### src/rtl/mem_reader.sv
// Burst reader: streams words from a dual-bank RAM read port and emits them as a
// byte stream (bank0 byte first, then bank1) over a valid/ready handshake.
module mem_reader #(
    parameter int unsigned ADDR_BITS  = 10,
    parameter int unsigned WORD_WIDTH = 18
) (
    input  logic                  clk,
    input  logic                  rst_n,
    input  logic                  start,
    input  logic [ADDR_BITS-1:0]  base_addr,
    input  logic [ADDR_BITS:0]    length,
    output logic [ADDR_BITS-1:0]  rd_addr,
    input  logic [WORD_WIDTH-1:0] rd_data,
    output logic [7:0]            out_data,
    output logic                  out_valid,
    input  logic                  out_ready,
    output logic                  out_last,
    output logic                  busy,
    output logic                  done
);

    localparam int unsigned LEN_W = ADDR_BITS + 1;

    typedef enum logic [1:0] {IDLE, RUN, FINISH} state_t;

    state_t               state_q, state_d;
    logic [ADDR_BITS-1:0] rd_addr_q, rd_addr_d;
    logic [LEN_W-1:0]     rd_left_q, rd_left_d;
    logic [LEN_W-1:0]     wd_left_q, wd_left_d;
    logic                 inflight_q, inflight_d;
    logic [15:0]          buf_q [2];
    logic [15:0]          buf_d [2];
    logic                 wr_ptr_q, wr_ptr_d;
    logic                 rd_ptr_q, rd_ptr_d;
    logic [1:0]           cnt_q, cnt_d;
    logic                 half_q, half_d;
    logic [7:0]           out_data_q, out_data_d;
    logic                 out_valid_q, out_valid_d;
    logic                 out_last_q, out_last_d;
    logic                 busy_q, busy_d;
    logic                 done_q, done_d;

    logic issue_c;
    logic load_c;
    logic pop_c;
    logic unused_rd_bits;

    // Parity bits [9] and [0] of each RAM word carry no payload.
    assign unused_rd_bits = ^rd_data;

    always_ff @(posedge clk or negedge rst_n) begin
        if (!rst_n) begin
            state_q     <= IDLE;
            rd_addr_q   <= '0;
            rd_left_q   <= '0;
            wd_left_q   <= '0;
            inflight_q  <= 1'b0;
            buf_q[0]    <= '0;
            buf_q[1]    <= '0;
            wr_ptr_q    <= 1'b0;
            rd_ptr_q    <= 1'b0;
            cnt_q       <= '0;
            half_q      <= 1'b0;
            out_data_q  <= '0;
            out_valid_q <= 1'b0;
            out_last_q  <= 1'b0;
            busy_q      <= 1'b0;
            done_q      <= 1'b0;
        end else begin
            state_q     <= state_d;
            rd_addr_q   <= rd_addr_d;
            rd_left_q   <= rd_left_d;
            wd_left_q   <= wd_left_d;
            inflight_q  <= inflight_d;
            buf_q       <= buf_d;
            wr_ptr_q    <= wr_ptr_d;
            rd_ptr_q    <= rd_ptr_d;
            cnt_q       <= cnt_d;
            half_q      <= half_d;
            out_data_q  <= out_data_d;
            out_valid_q <= out_valid_d;
            out_last_q  <= out_last_d;
            busy_q      <= busy_d;
            done_q      <= done_d;
        end
    end

    always_comb begin
        state_d     = state_q;
        rd_addr_d   = rd_addr_q;
        rd_left_d   = rd_left_q;
        wd_left_d   = wd_left_q;
        buf_d       = buf_q;
        wr_ptr_d    = wr_ptr_q;
        rd_ptr_d    = rd_ptr_q;
        half_d      = half_q;
        out_data_d  = out_data_q;
        out_valid_d = out_valid_q;
        out_last_d  = out_last_q;
        issue_c     = 1'b0;

        // Output register refills whenever it is empty or being consumed.
        load_c = (cnt_q != 2'd0) && (!out_valid_q || out_ready);
        pop_c  = load_c && half_q;

        if (inflight_q) begin
            buf_d[wr_ptr_q] = {rd_data[17:10], rd_data[8:1]};
            wr_ptr_d        = ~wr_ptr_q;
        end
        if (pop_c) begin
            rd_ptr_d = ~rd_ptr_q;
        end
        cnt_d = cnt_q + 2'(inflight_q) - 2'(pop_c);

        if (out_valid_q && out_ready) begin
            out_valid_d = 1'b0;
            out_last_d  = 1'b0;
        end
        if (load_c) begin
            out_valid_d = 1'b1;
            out_data_d  = half_q ? buf_q[rd_ptr_q][15:8] : buf_q[rd_ptr_q][7:0];
            out_last_d  = half_q && (wd_left_q == LEN_W'(1));
            half_d      = ~half_q;
            if (half_q) begin
                wd_left_d = wd_left_q - LEN_W'(1);
            end
        end

        case (state_q)
            IDLE: begin
                if (start) begin
                    rd_addr_d = base_addr;
                    rd_left_d = length;
                    wd_left_d = length;
                    half_d    = 1'b0;
                    state_d   = (length == '0) ? FINISH : RUN;
                end
            end
            RUN: begin
                // Buffered words plus the in-flight read never exceed two.
                issue_c = (rd_left_q != '0) && ((3'(cnt_q) + 3'(inflight_q)) < 3'd2);
                if (issue_c) begin
                    rd_addr_d = rd_addr_q + ADDR_BITS'(1);
                    rd_left_d = rd_left_q - LEN_W'(1);
                end
                if (out_valid_q && out_ready && out_last_q) begin
                    state_d = FINISH;
                end
            end
            FINISH: state_d = IDLE;
            default: state_d = IDLE;
        endcase

        inflight_d = issue_c;
        busy_d     = (state_d != IDLE);
        done_d     = (state_d == FINISH);
    end

    assign rd_addr   = rd_addr_q;
    assign out_data  = out_data_q;
    assign out_valid = out_valid_q;
    assign out_last  = out_last_q;
    assign busy      = busy_q;
    assign done      = done_q;

endmodule

### config.mk
export PLATFORM = sky130hd
export DESIGN_NAME = mem_reader
export DESIGN_NICKNAME = d
export VERILOG_FILES = /design/src/rtl/mem_reader.sv
export SDC_FILE = /design/constraint.sdc
export NUM_CORES = 1
export LEC_CHECK = 0
export ABC_CLOCK_PERIOD_IN_PS = 3050
export BUFFER_PORTS_ARGS = -buffer_cell sky130_fd_sc_hd__buf_2
export CORE_MARGIN = 1
export CORE_UTILIZATION = 35
export CTS_CLUSTER_DIAMETER = 200
export CTS_CLUSTER_SIZE = 20
export DETAILED_ROUTE_END_ITERATION = 7
export PLACE_DENSITY = 0.61
export REMOVE_ABC_BUFFERS = 1
export SYNTH_ARGS = -nofsm -noshare
export SYNTH_HDL_FRONTEND = slang
export SYNTH_SLANG_ARGS = --single-unit
### constraint.sdc
create_clock -name clk -period 3.05 [get_ports clk]
set_clock_uncertainty 0.15 [all_clocks]
set_input_delay 0.1525 -clock clk [delete_from_list [all_inputs] [get_ports clk]]
set_output_delay 0.1525 -clock clk [all_outputs]
set_load 0.01 [all_outputs]
Word-level counts from Yosys, hierarchy flattened --
Index checks and enable logic that the tools add are counted.
Operators by class: multiplexer cells 28, add/sub/neg operators 6, $mul 0, equal/unequal tests 5, shift-type cells 0, reduce and logical (&&, ||, !) cells 17, divide/modulo/power cells 0, $lt $le $gt $ge 4, bitwise logic cells 5
Operators with widths (count):
- $mux 11 | 6
- $mux 16 | 4
- $bwmux 32 | 1
- $pmux 11 s2 | 1
- $sub 11x1->11 const B | 2
- $mux 10 | 2
- $pmux 10 s2 | 1
- $demux 16 s1 | 1
- $eq 11x1->1 const B | 1
- $logic_not 11->1 | 1
- $reduce_bool 11->1 | 1
- $add 10x1->10 const B | 1
- $mux 8 | 1
- $reduce_bool 2->1 | 4
- $logic_and 1x1->1 | 7
- $mux 1 | 7
- $mux 2 | 3
- $ge 2x2->1 const B | 2
- $ne 2x2->1 const B | 2
- $not 1->2 | 2
- $pmux 2 s2 | 1
- $add 2x1->3 | 1
- $lt 3x2->1 const B | 1
- $not 1->1 | 3
- 9 further kinds | 9
Storage, ports and cells: ROM bits 0, output and inout port bits 22, bits in registers 84, bits in latches 0, memories kept 0, RAM bits 0, word-level logic and storage cells 81

Depth between registers and ports, before layout --
Gate-level depths: netlist (run 1).
word-level depth 6, mapped depth 10, depth with buffers taken out 8

Worst setup path after synthesis (run 1) --
OpenSTA, ideal clock, no wires.
kind flip-flop to flip-flop, from reg cnt_q[0], to reg cnt_q[1], period minus slack after synthesis 2422 ps, cell stages (with the launch flop) 11, setup slack 628 ps, arrival 2149 ps, required time 2777 ps, setup time 123 ps, cell sequence dfrtp_1 -> or2_2 -> clkbuf_1 -> and2_1 -> clkbuf_1 -> ha_1 -> ha_1 -> inv_1 -> ha_1 -> xnor2_1 -> xnor2_1
On the way: longest elaborated chain between the ends 4, elaborated cells on any way between the ends 5, those cells by class 2 x add/sub; 3 x reduce/logical
RTL lines:
- from (decl) | line 35 | logic [1:0] cnt_q, cnt_d;
- from (signal assigned) | line 78 | cnt_q <= cnt_d;
- $reduce_bool 2->1 | line 103 | load_c = (cnt_q != 2'd0) && (!out_valid_q || out_ready);
- $logic_and 1x1->1 | line 103
- via load_c | line 44 | logic load_c;
- $logic_and 1x1->1 | line 104 | pop_c = load_c && half_q;
- via pop_c | line 45 | logic pop_c;
- $sub 2x1->2 | line 113 | cnt_d = cnt_q + 2'(inflight_q) - 2'(pop_c);
- via cnt_d[1] | line 35
The timed path passes the listed nets, and every way through them passes these cells. A chain may end at the register's enable or synchronous reset.

Worst setup path in the final report (run 1) --
from reg wd_left_q[3], to reg wd_left_q[10]
On the way: longest elaborated chain between the ends 5
RTL lines:
- from (decl) | line 29 | logic [LEN_W-1:0] wd_left_q, wd_left_d;
- from (signal assigned) | line 73 | wd_left_q <= wd_left_d;
- $sub 11x1->11 (*) | line 125 | wd_left_d = wd_left_q - LEN_W'(1);
- $mux 11 (*) | line 124 | if (half_q) begin
- $mux 11 (*) | line 119 | if (load_c) begin
- $mux 11 | line 131 | if (start) begin
- $mux 11 (*) | line 129 | case (state_q)
- via wd_left_d[10] | line 29
The timed path passes the listed nets; every way through them passes the cells marked *.

==> results of run 1 <==
[per-layer routing]
layer  up-vias  GRT usage [%]  wire length [um]
met3         8           4.63               526
li1       1617              -                 -
met2        92           29.2              4960
met4         0           3.78                63
met1      1675           22.5              4440
met5         -              0                 0
[final cells by class]
type / instances / share of cell area [%]
multi-input combinational: 260 / 36.9
clock buffer: 11 / 4.53
tap: 143 / 3.34
inverter: 8 / 0.561
sequential: 84 / 39.3
timing repair buffer: 110 / 14.3
clock inverter: 5 / 1.12
[worst reg2reg max path: cells and delay by family, from the launching register on]
kind	cells	cell delay, ns
and+or+nand+nor	3	1.38
DFF	1	0.45
AOI/OAI and AO/OA	1	0.17
[sequential cells by signal, indices dropped and copies added (netlist names)]
signal	flops
wd_left_q	11
busy	1
done	1
state_q	2
out_valid	1
inflight_q	1
out_last	1
rd_left_q	11
buf_q	32
out_data	8
rd_ptr_q	1
wr_ptr_q	1
half_q	1
rd_addr	10
cnt_q	2
[cell families after synthesis]
family	share of synthesized area [%]
compound gates	13.6
fa+ha+maj	2.38
xor+xnor	1.25
buf+inv	3.10
simple gates	14.4
mux	15.2
flops	50.0
[placed cells by master (no fill, tap or decap), types with 3 or more instances in the layout]
cell            n
dfrtp_1        84
buf_2          61
mux2_2         40
dlygate4sd3_1  36
nand2_1        27
nand3_1        16
a31oi_1        15
a21oi_1        15
nor2_1         14
buf_4          13
o21ai_0        12
clkbuf_16       9
inv_1           8
nor3_1          8
mux4_2          8
ha_1            8
o211ai_1        7
nor4_1          6
or3_1           6
o22ai_1         6
nand4_1         5
o31ai_1         5
o2bb2ai_1       5
or4_1           4
xnor2_1         4
nand2b_1        3
and4_1          3
a22oi_1         3
[report_power, final]
| group | switching (uW) | internal, uW |
|---|---|---|
| combinational | 1070 | 1170 |
| clock | 447 | 660 |
| sequential | 441 | 1660 |
| total | 1960 | 3500 |
[metrics by stage]
step | hold WS (ns) | util [%] | instance area (um^2) | instances
after detailed placement | 0.188 | 40.6 | 4690 | 569
after floorplan | -0.293 | - | 4100 | 352
after global placement | 0.184 | 40.6 | 4690 | 569
after CTS | 0.0265 | 46.3 | 5360 | 621
after global routing | 0.0940 | 46.3 | 5360 | 621
final | 0.0387 | 46.3 | 5360 | 621
[repair_timing]
item                                    in CTS  in global routing
endpoints found under the setup margin       0                  0
buffers inserted                             0                  0
gates resized for setup                      0                  0
hold buffers                                36                  0
hold endpoints to repair                   121                  0
[path summary, 6_finish.rpt]
kind                               from       endpoint  slack (ns)  cells after the start
min reg2reg                    wr_ptr_q       wr_ptr_q        0.35                      1
max reg2reg                wd_left_q[3]  wd_left_q[10]        0.83                      4
min in group asynchronous         rst_n   wd_left_q[6]        0.32                      2
min                        base_addr[9]     rd_addr[9]        0.04                      4
max                        wd_left_q[3]  wd_left_q[10]        0.83                      4
max in group asynchronous         rst_n      buf_q[25]        1.74                      3
==> flow_summary.toml, run 1 <==
[yosys]
yosysUniqueCellTypes = 53
post-synth-top-count-cell = "dfrtp_1"
synth-seq-cells = 84
synth_top_cell_by_area = "dfrtp_1"
yosysSeqAreaShare_pct = 50.0
synth_commonest_cells = "dfrtp_1 (84), mux2_2 (40), nand2_1 (27)"
synth_top_area_share_pct = 50.0
yosysWarnings = 0
syn_area_um2 = 4200
synth_ff_type = "dfrtp_1"
synth-edff-count = 0
ys_top_cells_by_area = "dfrtp_1 (50%), mux2_2 (11%), mux4_2 (4.3%)"
synth_cells = 378
syn-mean-instance-area_um2 = 11.1
async_flop_share_pct = 100

[finish]
syn2layout_area_growth_pct = 27.4
fillers = 1085
drive_above_1_share_pct = 31.6
final-seq-area_um2 = 2100
multiInputGateArea_um2 = 1980
n_antenna_cell = 0
finalNetCount = 524

[die]
dieArea_um2 = 12500
die_x_um = 112
rows = 39
initial_core_util_pct = 36.3
core_um2 = 11600
ioPinCount = 65
die_h_um = 112

[global_routing]
grt_overflow_total = 0
first_global_vias = 3460
grt_max_degree = 71
grt_pass1_wl_um = 17100
grt_usage_pct = 17.4
antenna_found_initial = 0

[place]
dp_hpwl_um = 6820
place.gp.congestion = 0.807
place_ws_ns = 0.856
numPortBuffers = 62

[timing]
timing.final.crit_share_pct = 72.7
tightest_slew_ns = 0.885
setup_violations = 0
rsz0062_at_grt = "no"
max_slew_margin_pct = 41.0
slew_viol_final = 0
final_hold_viol_count = 0
tns_ns = 0
fmax_mhz = 451
period_needed_ns = 2.22
final.setup.worst_slack_ns = 0.832

[routing]
routedWlPerCell_um = 16.1
drt_iter0_drc = 165
dr.pass1.iters = 7
ant_nets = 0
routed_wl_um = 9980
route.detailed.drc = 7
num_vias = 3392
via_per_inst = 5.46

[run]
cap_violations = 0

[worst_setup_path]
crit_slowest_cell = "or4_1"
cpLargestDelayFamily = "simple AND/OR/NAND/NOR gates"
end_kind = "flop"
max_stage_delay_ns = 0.53
cp.arrival_ns = 2.33
path_cells = "or4_4, or2_0, or4_1, a31oi_1"
crit_required_ns = 3.16
crit_buf_inv = 0
worst_setup_path_start_kind = "flop"
critical_path_class = "flop to flop"
crit_path_max_fanout = 7

[status]
violations = "design-rule violations"
status = "complete, but fails checks"

[power_and_ir_drop]
irDropWorstVdd_mv = 0.428
leakagePower_uw = 0.00228
total_power_uw = 5450
power_density_nw_per_um2 = 1020

[cts]
ctsLongestPathBuffers = 2
cts_tree = "yes"
numCtsBuffers = 9
clkTransAtPathRegs_ns = 0.06
cts-root-buf = "clkbuf_16"
htree_levels = 3
clk_latency_ns = 0.34
clock_sinks = 84

[min_path]
hp-class = "primary input to flop"
(Power assumes the default switching activity.)
==> run 2: changes to the inputs <==
- ABC_CLOCK_PERIOD_IN_PS: 3050 -> 2200
- clock period: 3.05 -> 2.2 ns (I/O delays scaled with it)
==> flow_summary.toml, run 2 (synthesized netlist as in run 1, its figures left out) <==
[worst_setup_path]
cpLargestDelayFamily = "simple AND/OR/NAND/NOR gates"
cp.arrival_ns = 2.21
end_kind = "flop"
crit_slowest_cell = "or4_4"
path_cells = "or4_4, or2_4, or4_1, a31oi_1"
critical_path_class = "flop to flop"
crit_buf_inv = 0
crit_start = "wd_left_q[6]"
worst_setup_path_start_kind = "flop"
crit_path_max_fanout = 7
r2r_start = "wd_left_q[6]"
crit_required_ns = 2.31
max_stage_delay_ns = 0.54

[power_and_ir_drop]
power_density_nw_per_um2 = 1410
leakagePower_uw = 0.00237
total_power_uw = 7780
irDropWorstVdd_mv = 0.811

[routing]
wl_met2_um = 5100
route.detailed.drc = 5
routed_wl_um = 10200
dr.pass1.iters = 7
routedWlPerCell_um = 16.1
wl_met1_um = 4590
dr_wl_met3_um = 410
ant_nets = 0
top_layer = "met4"
drt_iter0_drc = 230
via_per_inst = 5.38
num_vias = 3418

[finish]
design_area_um2 = 5510
largestRegisters = "buf_q: 32 flops, rd_left_q: 11 flops, wd_left_q: 11 flops"
drive_above_1_share_pct = 34.1
largest-register = "buf_q"
n_antenna_cell = 0
finalNetCount = 540
mostFrequentLayoutCell = "dfrtp_1"
largest_register_ff_count = 32
fin_util_pct = 47.7
layout_common_cells = "dfrtp_1 (84), buf_2 (61), mux2_2 (40)"
syn2layout_area_growth_pct = 31.1

[min_path]
hp-class = "primary input to flop"
worstHoldStart = "base_addr[2]"

[place]
dpl_cell_area_um2 = 4810
place.gp.congestion = 0.807
numPortBuffers = 62
dp_hpwl_um = 6990

[timing]
fmax_mhz = 476
final_hold_viol_count = 0
tightest_slew_ns = 0.468
max_slew_margin_pct = 68.5
rsz0062_at_grt = "no"
setup_violations = 0
period_needed_ns = 2.10
slew_viol_final = 0
tns_ns = 0
timing.final.crit_share_pct = 95.4

[cts]
numCtsBuffers = 9
htree_levels = 3
clkTransAtPathRegs_ns = 0.06
clock_sinks = 84
cts_tree = "yes"
clk_latency_ns = 0.34
ctsLongestPathBuffers = 2
cts-root-buf = "clkbuf_16"

[die]
ioPinCount = 65
core_um2 = 11600
dieArea_um2 = 12500
rows = 39
die_h_um = 112
die_x_um = 112
initial_core_util_pct = 36.3

[global_routing]
first_global_vias = 3556
grt_overflow_total = 0
grt_max_degree = 40
antenna_found_initial = 0
grt_pass1_wl_um = 17400
grt_usage_pct = 17.5

[run]
cap_violations = 0

[status]
violations = "design-rule violations"
status = "complete, but fails checks"
## run 2: cell count changes in the layout (fill, tap and decap cells not counted), sizes merged
| cell | change |
|---|---|
| dlygate4sd3 | +2 |
| clkinvlp | -1 |
| bufinv | +1 |
| clkinv | +1 |
| inv | -1 |
| clkbuf | -2 |
| buf | +14 |
## run 2: layer usage
layer  vias up  track usage, %
li1       1648               -
met1      1688            22.5
met2        70            29.9
met3        12            3.70
met4         0            4.95
met5         -               0
## run 2: path summary, 6_finish.rpt
check | endpoint | cells past startpoint | slack [ns]
setup / recovery | wd_left_q[10] | 4 | 0.10
hold / removal | rd_addr[2] | 4 | 0.04
hold reg to reg | wr_ptr_q | 1 | 0.35
min in group asynchronous | wd_left_q[10] | 2 | 0.10
max in group asynchronous | buf_q[21] | 3 | 1.21
setup reg to reg | wd_left_q[10] | 4 | 0.10
## run 2: power breakdown
part / total, uW / leakage, uW / internal, uW / switching (uW)
Clock: 1580 / 0.000151 / 979 / 602
Sequential: 2860 / 0.000985 / 2310 / 552
Combinational: 3340 / 0.00123 / 1760 / 1580
Total: 7780 / 0.00237 / 5040 / 2740
## run 2: stage by stage
| stage | worst slack [ns] | hold WS (ns) | cells |
|---|---|---|---|
| 6_report | 0.100 | 0.0387 | 635 |
| 5_1_grt | 0.00647 | 0.0529 | 635 |
| 2_1_floorplan | -0.677 | -0.336 | 352 |
| 4_1_cts | 0.0208 | 0.0379 | 635 |
| 3_3_place_gp | 0.0142 | -0.0959 | 583 |
| 3_5_place_dp | 0.0292 | -0.0891 | 583 |
## run 2: final cells by class
cell class | count | area [um^2]
Fill cell | 1079 | 6050
Clock buffer | 9 | 225
Clock inverter | 5 | 78.8
Tap cell | 143 | 179
Sequential cell | 84 | 2100
Multi-Input combinational cell | 260 | 2000
Timing Repair Buffer | 126 | 901
Inverter | 8 | 30.0
## run 2: what timing repair did
action                                  CTS  global route
resized for setup                         0             5
hold buffers                             38             0
endpoints found under the hold margin   144             0
endpoints found under the setup margin    0            20
setup buffers                             0             0
## run 2: worst register-to-register path, delay by kind of cell, from the launching register on
family,cells,cell delay [ns]
flip-flops,1,0.39
AND/OR/NAND/NOR,3,1.31
AO/OA/AOI/OAI,1,0.17
